[src/rtl/sa_act_sequencer_if.sv]
// Command encoding shared by the activation sequencer and its consumers, plus the
// stream interface between the upstream activation source, the sequencer and the skew buffer.
package sa_act_pkg;
  typedef enum logic [1:0] {
    CMD_NOP    = 2'd0,
    CMD_QUEUE  = 2'd1,
    CMD_STREAM = 2'd2
  } command_t;
endpackage

// Handshake: a beat transfers on every rising clk edge where in_valid && in_ready are both high.
// The source holds in_data stable while in_valid is high and unaccepted.
// in_ready never depends on in_valid. The skew-buffer side (act_out/act_row_idx/cmd) has no
// back-pressure; an element is present whenever cmd != CMD_NOP.
interface sa_act_sequencer_if
  import sa_act_pkg::*;
#(
  parameter int SA_SIZE         = 8,
  parameter int ACTIVATION_SIZE = 32
);
  logic                       in_valid;
  logic                       in_ready;
  logic [ACTIVATION_SIZE-1:0] in_data;
  logic [ACTIVATION_SIZE-1:0] act_out;
  logic [$clog2(SA_SIZE)-1:0] act_row_idx;
  command_t                   cmd;

  modport master (
    output in_valid, in_data,
    input  in_ready, act_out, act_row_idx, cmd
  );

  modport slave (
    input  in_valid, in_data,
    output in_ready, act_out, act_row_idx, cmd
  );
endinterface

[src/rtl/sa_act_sequencer.sv]
// Turns a row-major activation stream into per-row skew-buffer writes and appends
// SA_SIZE-1 zero vectors per tile so the skewed wavefront drains out of the array.
module sa_act_sequencer
  import sa_act_pkg::*;
#(
  parameter int SA_SIZE         = 8,
  parameter int ACTIVATION_SIZE = 32,
  parameter int CNT_W           = 16
) (
  input  logic             clk,
  input  logic             resetn,
  input  logic             start,
  input  logic [CNT_W-1:0] num_vectors,
  input  logic             stall,
  sa_act_sequencer_if.slave sif,
  output logic             busy,
  output logic             done,
  output logic [1:0]       dbg_state
);
  localparam int ROW_W = $clog2(SA_SIZE);
  localparam logic [ROW_W-1:0] LAST_ROW = ROW_W'(SA_SIZE - 1);
  localparam logic [CNT_W-1:0] LAST_ZERO_VEC = CNT_W'(SA_SIZE - 2);

  typedef enum logic [1:0] {
    ST_IDLE  = 2'd0,
    ST_LOAD  = 2'd1,
    ST_FLUSH = 2'd2,
    ST_DONE  = 2'd3
  } state_t;

  state_t                     state_q, state_d;
  logic [ROW_W-1:0]           row_cnt_q, row_cnt_d;
  logic [CNT_W-1:0]           vec_cnt_q, vec_cnt_d;
  logic [CNT_W-1:0]           k_q, k_d;
  logic [ACTIVATION_SIZE-1:0] act_out_q, act_out_d;
  logic [ROW_W-1:0]           row_idx_q, row_idx_d;
  command_t                   cmd_q, cmd_d;
  logic                       busy_q, busy_d;
  logic                       done_q, done_d;

  logic                       in_ready;
  logic                       emit;
  logic [ACTIVATION_SIZE-1:0] emit_data;
  logic                       last_row;

  // Gated by resetn so no beat is taken in a reset cycle; such a beat stays with the source.
  assign in_ready = resetn && (state_q == ST_LOAD) && !stall;
  assign last_row = (row_cnt_q == LAST_ROW);

  always_comb begin
    state_d   = state_q;
    row_cnt_d = row_cnt_q;
    vec_cnt_d = vec_cnt_q;
    k_d       = k_q;
    act_out_d = act_out_q;
    row_idx_d = row_idx_q;
    cmd_d     = CMD_NOP;
    done_d    = (state_q == ST_DONE);
    emit      = 1'b0;
    emit_data = '0;

    case (state_q)
      ST_IDLE: begin
        if (start) begin
          k_d       = num_vectors;
          row_cnt_d = '0;
          vec_cnt_d = '0;
          state_d   = (num_vectors == '0) ? ST_DONE : ST_LOAD;
        end
      end
      ST_LOAD: begin
        if (sif.in_valid && in_ready) begin
          emit      = 1'b1;
          emit_data = sif.in_data;
          if (last_row) begin
            if (vec_cnt_q == k_q - CNT_W'(1)) begin
              state_d   = ST_FLUSH;
              vec_cnt_d = '0;
            end else begin
              vec_cnt_d = vec_cnt_q + CNT_W'(1);
            end
          end
        end
      end
      ST_FLUSH: begin
        if (!stall) begin
          emit = 1'b1;
          if (last_row) begin
            if (vec_cnt_q == LAST_ZERO_VEC) begin
              state_d   = ST_DONE;
              vec_cnt_d = '0;
            end else begin
              vec_cnt_d = vec_cnt_q + CNT_W'(1);
            end
          end
        end
      end
      ST_DONE: state_d = ST_IDLE;
      default: state_d = ST_IDLE;
    endcase

    // Only the last row of a vector pushes the column into the array.
    if (emit) begin
      act_out_d = emit_data;
      row_idx_d = row_cnt_q;
      cmd_d     = last_row ? CMD_STREAM : CMD_QUEUE;
      row_cnt_d = row_cnt_q + ROW_W'(1);
    end

    busy_d = (state_d != ST_IDLE);
  end

  always_ff @(posedge clk) begin
    if (!resetn) begin
      state_q   <= ST_IDLE;
      row_cnt_q <= '0;
      vec_cnt_q <= '0;
      k_q       <= '0;
      act_out_q <= '0;
      row_idx_q <= '0;
      cmd_q     <= CMD_NOP;
      busy_q    <= 1'b0;
      done_q    <= 1'b0;
    end else begin
      state_q   <= state_d;
      row_cnt_q <= row_cnt_d;
      vec_cnt_q <= vec_cnt_d;
      k_q       <= k_d;
      act_out_q <= act_out_d;
      row_idx_q <= row_idx_d;
      cmd_q     <= cmd_d;
      busy_q    <= busy_d;
      done_q    <= done_d;
    end
  end

  assign sif.in_ready    = in_ready;
  assign sif.act_out     = act_out_q;
  assign sif.act_row_idx = row_idx_q;
  assign sif.cmd         = cmd_q;
  assign busy            = busy_q;
  assign done            = done_q;
  assign dbg_state       = state_q;
endmodule

[src/flat_wrapper.sv]
// flat-port wrapper written by rule: the top's interface ports become plain ports
module sa_act_sequencer_flat import sa_act_pkg::*;
#(
  parameter int SA_SIZE         = 8,
  parameter int ACTIVATION_SIZE = 32,
  parameter int CNT_W           = 16
)
  (clk, resetn, start, num_vectors, stall, busy, done, dbg_state, sif_in_valid, sif_in_data, sif_in_ready, sif_act_out, sif_act_row_idx, sif_cmd);
  sa_act_sequencer_if #(.SA_SIZE(SA_SIZE), .ACTIVATION_SIZE(ACTIVATION_SIZE)) sif_i ();
  input  logic clk;
  input  logic resetn;
  input  logic start;
  input  logic [CNT_W-1:0] num_vectors;
  input  logic stall;
  output logic busy;
  output logic done;
  output logic [1:0] dbg_state;
  input wire logic [$bits(sif_i.in_valid)-1:0] sif_in_valid;
  input wire logic [$bits(sif_i.in_data)-1:0] sif_in_data;
  output wire logic [$bits(sif_i.in_ready)-1:0] sif_in_ready;
  output wire logic [$bits(sif_i.act_out)-1:0] sif_act_out;
  output wire logic [$bits(sif_i.act_row_idx)-1:0] sif_act_row_idx;
  output wire logic [$bits(sif_i.cmd)-1:0] sif_cmd;
  assign sif_i.in_valid = sif_in_valid;
  assign sif_i.in_data = sif_in_data;
  assign sif_in_ready = sif_i.in_ready;
  assign sif_act_out = sif_i.act_out;
  assign sif_act_row_idx = sif_i.act_row_idx;
  assign sif_cmd = sif_i.cmd;
  sa_act_sequencer #(.SA_SIZE(SA_SIZE), .ACTIVATION_SIZE(ACTIVATION_SIZE), .CNT_W(CNT_W)) u_core (.clk(clk), .resetn(resetn), .start(start), .num_vectors(num_vectors), .stall(stall), .sif(sif_i), .busy(busy), .done(done), .dbg_state(dbg_state));
endmodule
[config.mk]
export PLATFORM = sky130hd
export DESIGN_NAME = sa_act_sequencer_flat
export DESIGN_NICKNAME = d
export VERILOG_FILES = /design/src/rtl/sa_act_sequencer_if.sv /design/src/rtl/sa_act_sequencer.sv /design/src/flat_wrapper.sv
export SDC_FILE = /design/constraint.sdc
export NUM_CORES = 1
export LEC_CHECK = 0
export ABC_AREA = 1
export BUFFER_PORTS_ARGS = -buffer_cell sky130_fd_sc_hd__buf_2
export CAP_MARGIN = 20
export CORE_ASPECT_RATIO = 1.25
export CORE_MARGIN = 5
export CORE_UTILIZATION = 45
export DETAILED_ROUTE_END_ITERATION = 10
export GPL_TIMING_DRIVEN = 0
export PLACE_DENSITY_LB_ADDON = 0.08
export SLEW_MARGIN = 20
export SYNTH_ARGS = -nofsm -noshare
export SYNTH_HDL_FRONTEND = slang
export SYNTH_SLANG_ARGS = --single-unit
export TNS_END_PERCENT = 20
[constraint.sdc]
create_clock -name clk -period 4.05 [get_ports clk]
set_input_delay 0.405 -clock clk [delete_from_list [all_inputs] [get_ports clk]]
set_output_delay 0.405 -clock clk [all_outputs]
set_load 0.01 [all_outputs]
# [Word-level counts from Yosys, hierarchy flattened]
# Cells that the tools add are included.
[word_totals] regBits=76 in_bits=53 output_inout_bits=42 wordCells=63
[op_classes] addsub=3 eq_ne=11 mux=26 reduce_logical=14
[op_table] op="16-bit two-way mux" n=7
[op_table] op="32-bit two-way mux" n=2
[op_table] op="16-bit case mux with 3 select lines" n=1
[op_table] op="2-bit two-way mux" n=9
[op_table] op="16-bit by 1-bit adder with 16-bit output (second input constant)" n=1
[op_table] op="16-bit == test" n=1
[op_table] op="16-bit by 3-bit == test with 1-bit output (second input constant)" n=1
[op_table] op="16-bit zero test" n=1
[op_table] op="16-bit by 1-bit subtractor with 16-bit output (second input constant)" n=1
[op_table] op="3-bit two-way mux" n=3
[op_table] op="2-bit case mux with 4 select lines" n=1
[op_table] op="2-bit inequality test (second input constant)" n=3
[op_table] op="2-bit AND reduction" n=3
[op_table] op="6-bit AND reduction" n=1
[op_table] op="2-bit nonzero test" n=3
[op_table] op="2-bit == test (second input constant)" n=2
[op_table] op="2-bit by 1-bit inequality test with 1-bit output (second input constant)" n=2
[op_table] op="3-bit by 1-bit adder with 3-bit output (second input constant)" n=1
[op_table] op="3-bit == test (second input constant)" n=1
[op_table] op="1-bit logical AND" n=3
[op_table] op="3-bit nonzero test" n=1
[op_table] op="2-bit by 1-bit == test with 1-bit output (second input constant)" n=1
[op_table] op="2-bit zero test" n=1
[op_table] op="1-bit two-way mux" n=2
[op_table] op="other kinds (2)" n=2

# [Depth between registers and ports, before layout]
[depth] word_depth=8 ltp_mapped=17 mapped_depth_nobuf=17

# [Worst setup path after synthesis]
# No wires, ideal clock.
[synth_path] path_type="reg-to-reg" from="register u_core.state_q[1] (netlist: u_core.dbg_state[1])" to="register u_core.vec_cnt_q[6]" setup_ns=0.071 arrival_ns=1.886 required_time_ns=3.979 path_slack_ns=2.093 path_stages_with_launch=13 n_path_buf=1 path_cell_list="dfxtp_1 > inv_1 > ha_1 > inv_1 > nor3_2 > nand2_1 > nor2_2 > o21ai_1 > nor2_2 > buf_4 > o21a_1 > nand3_1 > a21oi_1"
[synth_between] elab_chain_cells=6 word_cells_on_any_way=14
[synth_lines] item="start, declared" line="sa_act_sequencer.sv:31" text="state_t state_q, state_d;"
[synth_lines] item="start signal, assigned" line="sa_act_sequencer.sv:125" text="state_q <= state_d;"
[synth_lines] item="2-bit by 1-bit == test with 1-bit output" line="sa_act_sequencer.sv:47" text="assign in_ready = resetn && (state_q == ST_LOAD) && !stall;"
[synth_lines] item="1-bit logical AND (2 in a row)" line="sa_act_sequencer.sv:47"
[synth_lines] item="net sif_in_ready" line="flat_wrapper.sv:20" text="output wire logic [$bits(sif_i.in_ready)-1:0] sif_in_ready;"
[synth_lines] item="1-bit logical AND" line="sa_act_sequencer.sv:72" text="if (sif.in_valid && in_ready) begin"
[synth_lines] item="2-bit inequality test (no line)"
[synth_lines] item="6-bit AND reduction (no line)"
[synth_lines] item="end signal, assigned" line="sa_act_sequencer.sv:127" text="vec_cnt_q <= vec_cnt_d;"
[synth_lines] item="end, declared" line="sa_act_sequencer.sv:33" text="logic [CNT_W-1:0] vec_cnt_q, vec_cnt_d;"
# The timed path passes the listed nets, and every way through them passes these cells.
# A chain may end at the register's enable or synchronous reset.

# [Worst setup path after layout]
[layout_path] from="register u_core.state_q[1] (netlist: u_core.dbg_state[1])" to="register u_core.vec_cnt_q[8]"
[layout_between] elab_chain_cells=6 word_cells_on_any_way=14
[layout_lines] item="2-bit by 1-bit == test with 1-bit output" line="sa_act_sequencer.sv:47, sa_act_sequencer.sv:62"
[layout_lines] item="1-bit logical AND (2 in a row)" line="sa_act_sequencer.sv:47"
[layout_lines] item="1-bit logical AND" line="sa_act_sequencer.sv:72"
[layout_lines] item="2-bit inequality test (no line)"
[layout_lines] item="6-bit AND reduction (no line)"
# Parallel ways exist; a longest one is shown, timed or not.

==> flow_metrics.py <==
metrics = {
    "power_and_ir_drop": {
        "power_per_cell_area_nw_per_um2": 561,
        "sequentialPowerShare": 0.349,
        "pwr-share-clk": 0.263,
        "swShare": 0.388,
        "comb_power_share": 0.388,
        "power_report.internal_total_mw": 1.63,
        "switchingPower_mw": 1.03,
        "power.ir.vdd_worst_mv": 0.274,
        "power.static_leakage_nw": 2.18,
    },
    "drt": {
        "final_antenna_net_count": 0,
        "drt_drc_violations_left": 0,
        "route.detailed.vias_per_inst": 5.03,
        "drt_pass1_iterations": 4,
        "finalWirelength_um": 10500,
        "dr.first_iter.drc_count": 109,
        "post_drt_wl_per_cell_um": 13.7,
        "route.vias.total": 3865,
    },
    "floorplanning": {
        "design.die.area_um2": 10600,
        "floorplan.initialDensity": 0.456,
        "die_height_um": 114,
        "core_um2": 8560,
        "floorplan.io_pins": 95,
        "fp.dieW_um": 93.3,
        "num_rows": 38,
    },
    "synth": {
        "ys_warns": 0,
        "synthTopCellsByCount": "131 x nand2_1, 76 x dfxtp_1, 65 x nor2_1, 51 x a21oi_1, 45 x inv_1",
        "synth-edff-count": 0,
        "post_synth_num_cell_types": 37,
        "netlist_top_cells_area": "dfxtp_1 39%, nand2_1 13%, a21oi_1 6.5%, nor2_1 6.3%, nand3_1 5.4%",
        "syn-instance-count": 559,
        "yosysTopAreaCell": "dfxtp_1",
        "syn_area_per_cell_um2": 6.98,
        "synth_top_area_share": 0.390,
        "syn-num-nets": 622,
        "post_synth_instance_area_um2": 3900,
        "seq_area_frac_synth": 0.390,
        "most_used_standard_cell_by_instance_count_after_synthesis": "nand2_1",
        "ys_seq_elements": 76,
        "async_flop_share": 0,
        "dominantRegCellSynth": "dfxtp_1",
    },
    "final_layout": {
        "flow.area_growth_from_synthesis_pct": 21.3,
        "final_design_area_no_fill_um2": 4740,
        "layout.core_utilization": 0.554,
        "layout_cells_sized_above_1": 0.222,
        "fillerInstances": 864,
        "n_antenna_cell": 0,
        "num-nets-final": 727,
    },
    "cts": {
        "post_cts.resized_instances": 0,
        "htree_num_levels": 3,
        "root_buffer_cell": "clkbuf_8",
        "cts.path.max_buffers": 2,
        "clock_sinks": 76,
        "clkSlewWorstSetupHoldPaths_ns": 0.07,
        "post_cts_buffers": 0,
        "ctsHoldBuffers": 0,
        "cts_tree": "yes",
        "clk_latency_ns": 0.36,
        "number_of_buffers_created_by_cts": 9,
    },
    "placement": {
        "post-dp-hpwl_um": 8240,
        "place.port_buffers": 94,
        "postPlaceCellArea_um2": 4500,
        "weighted_congestion_at_the_end_of_routability_driven_global_placement": 0.851,
    },
    "worst_setup_path": {
        "critical_path.slowest_cell": "clkbuf_1",
        "max_stage_delay_ns": 0.43,
        "critPathMaxFanout": 10,
        "cp_cell_sequence": "inv_1, ha_1, inv_1, nor3_2, nand2_1, nor2_2, o21ai_1, clkbuf_1, inv_1, o21ai_0, a21oi_1",
        "endpoint_kind": "register",
        "critical_path_buf_inv_count": 4,
        "critical_path_arrival_ns": 2.45,
        "worst-endpoint-required_ns": 4.29,
        "path_common_cell": "inv_1",
        "path_class": "reg2reg",
        "worst_setup_path_start_kind": "register",
        "critical-path-top-delay-family": "buffers and inverters",
    },
    "sta": {
        "rsz0062_at_grt": "no",
        "final-hold-violation-count": 0,
        "fmax_ghz": 0.453,
        "clk_skew_ns": 0.0127,
        "tightest_slew_ns": 0.514,
        "post-route-period-util": 0.546,
        "setup_total_negative_slack_ns": 0,
        "final.min_clock_period_ns": 2.21,
        "timing.max_slew.rel_slack": 0.657,
        "final_report_max_slew_violation_count": 0,
        "finalSetupViolations": 0,
    },
    "grt": {
        "grt_usage": 0.208,
        "globalRouteOverflowTotal": 0,
        "antenna_found_initial": 0,
        "grt_first_pass_wirelength_um": 17700,
        "via_count_of_the_first_global_routing_pass": 3811,
        "pin_count_of_the_biggest_net_entering_global_routing": 13,
    },
    "outcome": {
        "run_status": "completed",
    },
    "worst_hold_path": {
        "min_path_type": "in2reg",
    },
    "run": {
        "timing.max_cap.violations": 0,
    },
}
==> through the flow <==
| step | hold slack [ns] | setup slack [ns] | cells | power, mW |
|---|---|---|---|---|
| floorplan | 0.459 | 2.09 | 559 | 1.69 |
| global placement | 0.462 | 1.89 | 753 | 1.96 |
| detailed placement | 0.468 | 1.83 | 753 | 1.97 |
| CTS | 0.279 | 1.81 | 768 | 2.68 |
| global route | 0.285 | 1.53 | 768 | 2.87 |
| finish | 0.297 | 1.84 | 768 | 2.66 |
==> registers in the layout (all words and copies together), names as in the netlist, 2 cells and up <==
signal and flops:
u_core.dbg_state 2, u_core.k_q 16, u_core.sif.act_out 32, u_core.sif.act_row_idx 3, u_core.row_cnt_q 3, u_core.sif.cmd 2
u_core.vec_cnt_q 16
==> cells in the final DEF (no fill, tap or decap), types with 4 or more instances in the layout <==
master	n
a21oi_1	51
buf_2	98
clkbuf_1	12
clkbuf_8	10
dfxtp_1	76
ha_1	10
inv_1	45
nand2_1	131
nand2_2	6
nand3_1	42
nand3_2	4
nand4_1	4
nor2_1	65
nor2_2	9
nor3_1	6
nor4_1	6
o21ai_0	34
xnor2_1	5
xor2_1	18
==> cell type report <==
class,count,area (um^2),share of cell area
buffer,22,103,0.0217
clock buffer,10,138,0.0291
clock inverter,5,100,0.0211
inverter,49,184,0.0388
multi-input combinational,412,2100,0.442
sequential,76,1520,0.321
tap,100,125,0.0264
timing repair buffer,94,470,0.0993
==> power by group through the flow <==
stage | logic (mW) | registers [mW] | clock network, mW
floorplan | 0.739 | 0.952 | 0
global placement | 1.02 | 0.942 | 0
detailed placement | 1.03 | 0.945 | 0
CTS | 1.03 | 0.929 | 0.713
global route | 1.18 | 0.942 | 0.745
finish | 1.03 | 0.928 | 0.697
==> metal layers <==
| layer | part of all wire | vias to the layer above | track usage |
|---|---|---|---|
| li1 | - | 2014 | - |
| met1 | 0.42 | 1756 | 0.233 |
| met2 | 0.51 | 84 | 0.376 |
| met3 | 0.057 | 11 | 0.0552 |
| met4 | 0.014 | 0 | 0.0714 |
| met5 | 0 | - | 0 |
==> path summary, 6_finish.rpt <==
| check | slack [ns] | start | cells past startpoint | endpoint |
|---|---|---|---|---|
| max | 1.84 | u_core.dbg_state[1] | 11 | u_core.vec_cnt_q[8] |
| min | 0.30 | sif_in_data[26] | 3 | u_core.sif.act_out[26] |
| max reg2reg | 1.84 | u_core.dbg_state[1] | 11 | u_core.vec_cnt_q[8] |
| min reg2reg | 0.48 | u_core.sif.act_out[9] | 2 | u_core.sif.act_out[9] |
==> cells by family (layout without fill, tap and decap cells) <==
family,Yosys count,in the layout,share of synthesized area
adder cells (fa/ha/maj),10,10,0.0321
buffers and inverters,71,180,0.0734
AND/OR/NAND/NOR,283,283,0.324
flip-flops,76,76,0.390
AO/OA/AOI/OAI,96,96,0.129
XOR/XNOR,23,23,0.0516
==> worst register-to-register path: stages (launching register included) <==
cell and delay (ns):
dfxtp_1 0.40, inv_1 0.12, ha_1 0.25, inv_1 0.10, nor3_2 0.06, nand2_1 0.12
nor2_2 0.06, o21ai_1 0.23, clkbuf_1 0.43, inv_1 0.11, o21ai_0 0.16, a21oi_1 0.06
No activity file was read; power rests on OpenSTA's default activity.
